$ cat config.mk
export PLATFORM = sky130hd
export DESIGN_NAME = conv_seq_engine
export DESIGN_NICKNAME = d
export VERILOG_FILES = /design/src/rtl/conv_seq_engine.sv
export SDC_FILE = /design/constraint.sdc
export NUM_CORES = 1
export LEC_CHECK = 0
export ABC_AREA = 1
export CORE_ASPECT_RATIO = 1.25
export CORE_MARGIN = 2
export CORE_UTILIZATION = 50
export DETAILED_ROUTE_END_ITERATION = 10
export PLACE_DENSITY = 0.78
export SYNTH_ARGS = -nofsm -noshare
export SYNTH_HDL_FRONTEND = slang
export SYNTH_SLANG_ARGS = --single-unit
$ cat constraint.sdc
create_clock -name clk -period 10 [get_ports clk]
set_input_delay 3 -clock clk [delete_from_list [all_inputs] [get_ports clk]]
set_output_delay 3 -clock clk [all_outputs]
set_load 0.1 [all_outputs]
$ cat src/rtl/conv_seq_engine.sv
`default_nettype none
// ============================================================================
// Module      : conv_seq_engine
// Description : Sequential 2-D valid-mode convolution engine. One shared
//               multiplier performs one multiply-accumulate per clock; each
//               output element is written after its window completes.
//               Optional macro CONV_SATURATE_EN: clamp written outputs to
//               2^EW-1 instead of truncating to EW bits.
// Revision    : 1.0 - initial release
// ============================================================================
module conv_seq_engine #(
   parameter int  MAX_DIM = 5,
   parameter int  K_MAX   = 3,
   parameter int  EW      = 8,
   localparam int DW      = $clog2(MAX_DIM + 1),
   localparam int KW      = $clog2(K_MAX + 1),
   localparam int AW      = 2 * EW + $clog2(K_MAX * K_MAX)
) (
   input  logic                          clk,
   input  logic                          reset,
   input  logic                          start,
   input  logic [DW-1:0]                 in_m,
   input  logic [DW-1:0]                 in_n,
   input  logic [KW-1:0]                 k_m,
   input  logic [KW-1:0]                 k_n,
   input  logic [MAX_DIM*MAX_DIM*EW-1:0] matrix_in,
   input  logic [K_MAX*K_MAX*EW-1:0]     kernel,
   output logic                          busy,
   output logic                          done,
   output logic                          valid,
   output logic                          err,
   output logic [DW-1:0]                 out_m,
   output logic [DW-1:0]                 out_n,
   output logic [MAX_DIM*MAX_DIM*EW-1:0] matrix_out,
   output logic [15:0]                   cycle_count
);

   localparam int NE = MAX_DIM * MAX_DIM;
   localparam int NK = K_MAX * K_MAX;
   localparam int IW = (NE > 1) ? $clog2(NE) : 1;
   localparam int JW = (NK > 1) ? $clog2(NK) : 1;

   typedef enum logic [1:0] {
      S_IDLE  = 2'd0,
      S_MAC   = 2'd1,
      S_WRITE = 2'd2,
      S_DONE  = 2'd3
   } state_t;

   state_t           r_state;
   state_t           w_next;

   logic [EW-1:0]    r_mat [NE];
   logic [EW-1:0]    r_ker [NK];
   logic [EW-1:0]    r_res [NE];
   logic [AW-1:0]    r_acc;
   logic [KW-1:0]    r_k_m;
   logic [KW-1:0]    r_k_n;
   logic [DW-1:0]    r_out_m;
   logic [DW-1:0]    r_out_n;
   logic [DW-1:0]    r_i;
   logic [DW-1:0]    r_j;
   logic [KW-1:0]    r_ki;
   logic [KW-1:0]    r_kj;
   logic [15:0]      r_cycles;
   logic             r_valid;
   logic             r_err;

   logic             w_illegal;
   logic             w_last_tap;
   logic             w_last_col_tap;
   logic             w_last_win;
   logic             w_last_col_win;
   logic [IW-1:0]    w_pix_idx;
   logic [IW-1:0]    w_out_idx;
   logic [JW-1:0]    w_tap_idx;
   logic [2*EW-1:0]  w_prod;
   logic [EW-1:0]    w_wr_val;

   // Request legality, evaluated on the live ports at the accepting edge
   always_comb begin
      w_illegal = (in_m == '0) || (in_n == '0) || (k_m == '0) || (k_n == '0) ||
                  (in_m > DW'(MAX_DIM)) || (in_n > DW'(MAX_DIM)) ||
                  (k_m > KW'(K_MAX)) || (k_n > KW'(K_MAX)) ||
                  (in_m < DW'(k_m)) || (in_n < DW'(k_n));
   end

   // Loop-end flags, element addressing and the shared multiplier
   always_comb begin
      w_last_col_tap = (r_kj == r_k_n - KW'(1));
      w_last_tap     = w_last_col_tap && (r_ki == r_k_m - KW'(1));
      w_last_col_win = (r_j == r_out_n - DW'(1));
      w_last_win     = w_last_col_win && (r_i == r_out_m - DW'(1));
      w_pix_idx = IW'((32'(r_i) + 32'(r_ki)) * 32'(MAX_DIM) + 32'(r_j) + 32'(r_kj));
      w_tap_idx = JW'(32'(r_ki) * 32'(K_MAX) + 32'(r_kj));
      w_out_idx = IW'(32'(r_i) * 32'(MAX_DIM) + 32'(r_j));
      w_prod    = (2*EW)'(r_mat[w_pix_idx]) * (2*EW)'(r_ker[w_tap_idx]);
`ifdef CONV_SATURATE_EN
      w_wr_val  = (r_acc[AW-1:EW] != '0) ? {EW{1'b1}} : r_acc[EW-1:0];
`else
      w_wr_val  = r_acc[EW-1:0];
`endif
   end

   // State register
   always_ff @(posedge clk or negedge reset) begin
      if (!reset) r_state <= S_IDLE;
      else        r_state <= w_next;
   end

   // Next-state logic
   always_comb begin
      w_next = r_state;
      case (r_state)
         S_IDLE:  if (start) w_next = w_illegal ? S_DONE : S_MAC;
         S_MAC:   if (w_last_tap) w_next = S_WRITE;
         S_WRITE: w_next = w_last_win ? S_DONE : S_MAC;
         S_DONE:  w_next = S_IDLE;
         default: w_next = S_IDLE;
      endcase
   end

   // Operand latching, accumulation, result writeback and bookkeeping
   always_ff @(posedge clk or negedge reset) begin
      if (!reset) begin
         for (int e = 0; e < NE; e++) begin
            r_mat[e] <= '0;
            r_res[e] <= '0;
         end
         for (int e = 0; e < NK; e++) r_ker[e] <= '0;
         r_acc    <= '0;
         r_k_m    <= '0;
         r_k_n    <= '0;
         r_out_m  <= '0;
         r_out_n  <= '0;
         r_i      <= '0;
         r_j      <= '0;
         r_ki     <= '0;
         r_kj     <= '0;
         r_cycles <= '0;
         r_valid  <= 1'b0;
         r_err    <= 1'b0;
      end else begin
         case (r_state)
            S_IDLE: begin
               if (start) begin
                  for (int e = 0; e < NE; e++) begin
                     r_mat[e] <= matrix_in[e*EW +: EW];
                     r_res[e] <= '0;
                  end
                  for (int e = 0; e < NK; e++) r_ker[e] <= kernel[e*EW +: EW];
                  r_acc    <= '0;
                  r_k_m    <= k_m;
                  r_k_n    <= k_n;
                  r_i      <= '0;
                  r_j      <= '0;
                  r_ki     <= '0;
                  r_kj     <= '0;
                  r_cycles <= '0;
                  r_valid  <= 1'b0;
                  r_err    <= w_illegal;
                  // Result dimensions are known up front; zero when rejected
                  r_out_m  <= w_illegal ? '0 : (in_m - DW'(k_m) + DW'(1));
                  r_out_n  <= w_illegal ? '0 : (in_n - DW'(k_n) + DW'(1));
               end
            end
            S_MAC: begin
               r_acc <= r_acc + AW'(w_prod);
               if (w_last_col_tap) begin
                  r_kj <= '0;
                  r_ki <= w_last_tap ? '0 : (r_ki + KW'(1));
               end else begin
                  r_kj <= r_kj + KW'(1);
               end
               if (r_cycles != 16'hFFFF) r_cycles <= r_cycles + 16'd1;
            end
            S_WRITE: begin
               r_res[w_out_idx] <= w_wr_val;
               r_acc <= '0;
               if (w_last_col_win) begin
                  r_j <= '0;
                  r_i <= r_i + DW'(1);
               end else begin
                  r_j <= r_j + DW'(1);
               end
               if (w_last_win) r_valid <= 1'b1;
               if (r_cycles != 16'hFFFF) r_cycles <= r_cycles + 16'd1;
            end
            default: ;
         endcase
      end
   end

   genvar g;
   generate
      for (g = 0; g < NE; g++) begin : g_pack
         assign matrix_out[g*EW +: EW] = r_res[g];
      end
   endgenerate

   assign busy        = (r_state == S_MAC) || (r_state == S_WRITE);
   assign done        = (r_state == S_DONE);
   assign valid       = r_valid;
   assign err         = r_err;
   assign out_m       = r_out_m;
   assign out_n       = r_out_n;
   assign cycle_count = r_cycles;

endmodule
`default_nettype wire

==> summary.md <==
| Metric | Value |
|---|---|
| Synthesized instance count | 3068 |
| Crit Path Category | reg2reg |
| Starting Density | 0.503 |
| CTS tree | done |
| CTS resizes | 0 |
| Overall power | 4.36 mW |
| Horiz. Die Dim | 205 um |
| Max stage delay cell, worst path | fa_2 |
| R2r endpoint | r_acc[7] |
| All-Layer GR Usage | 0.286 |
| Die area | 0.0523 mm^2 |
| Vias in the first global route | 21700 |
| Routed via count | 22600 |
| Layout Nets | 3838 |
| Row cnt | 92 |
| Synthesized area | 0.0252 mm^2 |
| HPWL Detailed | 52600 um |
| Gr ovfl total | 0 |
| Slowest Stage Delay on Critical Path | 0.54 ns |
| Die H | 255 um |
| Most frequent CP cell | nand2_1 |
| Layout cell share with drive strength beyond 1 | 0.0550 |
| Max-slew headroom | 0.176 |
| I/O pin total | 511 |
| Max-cap violation count | 0 |
| Ys async rst share | 1.00 |
| Top post-synthesis cells by count | nand2_1 (1217), dfrtp_1 (520), nand3_1 (397) |
| Pins Over Slew Limit | 0 |
| VDD IR max | 0.124 mV |
| Status | completed |
| Footprint of the multi-input gates | 0.0108 mm^2 |
| First-pass GRT wire length | 118000 um |
| Total nets after synthesis | 3436 |
| Register bit total from synthesis | 520 |
| Post-synthesis sequential area ratio | 0.516 |
| Fin crit period | 7.55 ns |
| Filler-free cell count of the finished design | 4169 |
| Worst-path fanout max | 49 |
| Synth Area per Inst | 8.23 um^2 |
| Post-route design area | 0.0323 mm^2 |
| Clk root buf | clkbuf_16 |
| P&R area growth vs syn | 28.2% |
| FILL cells | 4278 |
| RSZ-0062 raised after global routing | no |
| Hold depth | 2 |
| Placed cell count | 4074 |
| R2R Setup Slk | 2.45 ns |
| Least-Margin Pin Slew | 1.23 ns |
| Vias/cell | 5.42 |
| Hold WS | 0.478 ns |
| HP Class | reg2reg |
| Antenna violations before repair | 6 |
| Ys flop type | dfrtp_1 |
| Drt total wl | 75100 um |
| Final period util | 0.755 |
| Final hold violations | 0 |
| Hold_sp | r_mat[167] |
| Yosys warnings | 0 |
| DRC | 0 |
| Pin count of the biggest net entering global routing | 200 |
| Count leader, synth | nand2_1 |
| Fmax | 133 MHz |
| WHS Endpoint | r_mat[167] |
| CTS H-tree lvls | 2 |
| Core area | 0.0502 mm^2 |
| DR iter-0 viols | 1950 |
| Clock buffer depth | 3 |
| Fin Setup TNS | 0 ns |
| Clk Latency, worst-skew pair | 0.60 ns |
| CTS clk-pin slew, worst paths | 0.07 ns |
| Setup violations, final | 0 |
| Worst R2R Path Depth | 30 |
| Ranking of synthesized cells by area | dfrtp_1 (52%), nand2_1 (18%), nand3_1 (7.9%) |
| Routed Antenna Nets | 0 |
| FF-to-FF Start | r_i[0] |
| Lkg Pwr | 15.8 nW |
| Pre-antenna DRT Iters | 7 |
| PortBufs | 510 |
| GP Congestion | 0.878 |
| Postcts setup bufs | 0 |
| Synth cell types | 61 |
| Worst setup SP type | register |
| Post-CTS Hold Buffers | 0 |
| Post-Place Cell Area | 0.0305 mm^2 |
| Arr. time, crit path | 8.02 ns |
| CP Capture Type | register |
| CP Data Required Time | 10.48 ns |
| Area fraction of the dominant cell type after synthesis | 0.516 |
| Total CTS buffers | 52 |
| Worst Skew | 0.0178 ns |
| Pwr per Cell Area | 135 mW/mm^2 |
| EDFF count, synth | 0 |
| Seq. cell area | 0.0130 mm^2 |
| WL per Instance | 18.0 um |
| Cell taking the most area after synthesis | dfrtp_1 |
| Clk sink count | 520 |
==> metrics by stage <==
step	util	worst slack, ns
final	0.645	2.45
after global routing	0.644	1.96
after floorplan	-	3.89
after detailed placement	0.608	2.52
after CTS	0.644	2.50
after global placement	0.608	2.60
==> cell type report <==
cell class,count,share of cell area
clock buffer,75,0.0485
tap,658,0.0255
sequential,520,0.402
clock inverter,18,0.00801
multi-input combinational,2209,0.334
inverter,164,0.0196
timing repair buffer,523,0.162
antenna,2,0.000155
==> critical path: cells and delay by family (launching register included) <==
family / cells / cell delay, ns
AO/OA/AOI/OAI: 1 / 0.15
XOR/XNOR: 1 / 0.16
adder cells (fa/ha/maj): 9 / 3.97
buffers and inverters: 7 / 1.41
flip-flops: 1 / 0.47
AND/OR/NAND/NOR: 12 / 1.21
==> routing by layer <==
metal	share of wire	track usage	up-vias
met2	0.47	0.464	959
met5	0.00092	0	-
met4	0.040	0.114	10
met1	0.41	0.384	10800
li1	-	-	10700
met3	0.078	0.0508	175
==> flip-flops by register name, summed over array words and instances (netlist names) <==
name,count
r_state,2
cycle_count,16
r_ker,72
r_k_n,2
matrix_out,200
r_ki,2
err,1
out_m,3
out_n,3
r_acc,8
r_kj,2
r_k_m,2
r_i,3
valid,1
r_j,3
r_mat,200
==> power by group <==
part	switching [mW]	total (mW)	internal [mW]
Combinational	0.0689	0.171	0.102
Clock	0.841	2.08	1.24
Sequential	0	2.10	2.10
Total	0.910	4.36	3.45
==> how the worst max path moves through the flow <==
stage                       from  cells after the start       end  slack (ns)
after floorplan           r_i[0]                     32  r_acc[7]        3.89
after global placement    r_i[0]                     30  r_acc[7]        2.60
after detailed placement  r_i[0]                     30  r_acc[7]        2.52
after CTS                 r_i[0]                     30  r_acc[7]        2.50
after global routing      r_i[0]                     31  r_acc[7]        1.96
final                     r_i[0]                     30  r_acc[7]        2.45
==> cell families (layout without fill, tap and decap cells) <==
| logic type | after synthesis | in the layout | share of synthesized area |
|---|---|---|---|
| XOR/XNOR | 25 | 25 | 0.00927 |
| buffers and inverters | 339 | 780 | 0.0568 |
| AND/OR/NAND/NOR | 1787 | 1787 | 0.302 |
| flip-flops | 520 | 520 | 0.516 |
| AO/OA/AOI/OAI | 314 | 314 | 0.0678 |
| adder cells (fa/ha/maj) | 83 | 83 | 0.0486 |
| other | 0 | 2 | 0 |
==> placed cells by master (no fill, tap or decap), drive strengths merged, types with 19 or more instances in the layout <==
master,synthesis,routed
a21oi,30,30
clkbuf,114,75
clkdlybuf4s50,0,507
dfrtp,520,520
fa,25,25
ha,58,58
inv,161,164
nand2,1245,1245
nand3,419,419
nand4,19,19
nor2,86,86
o21ai,241,241
(Power assumes the default switching activity.)
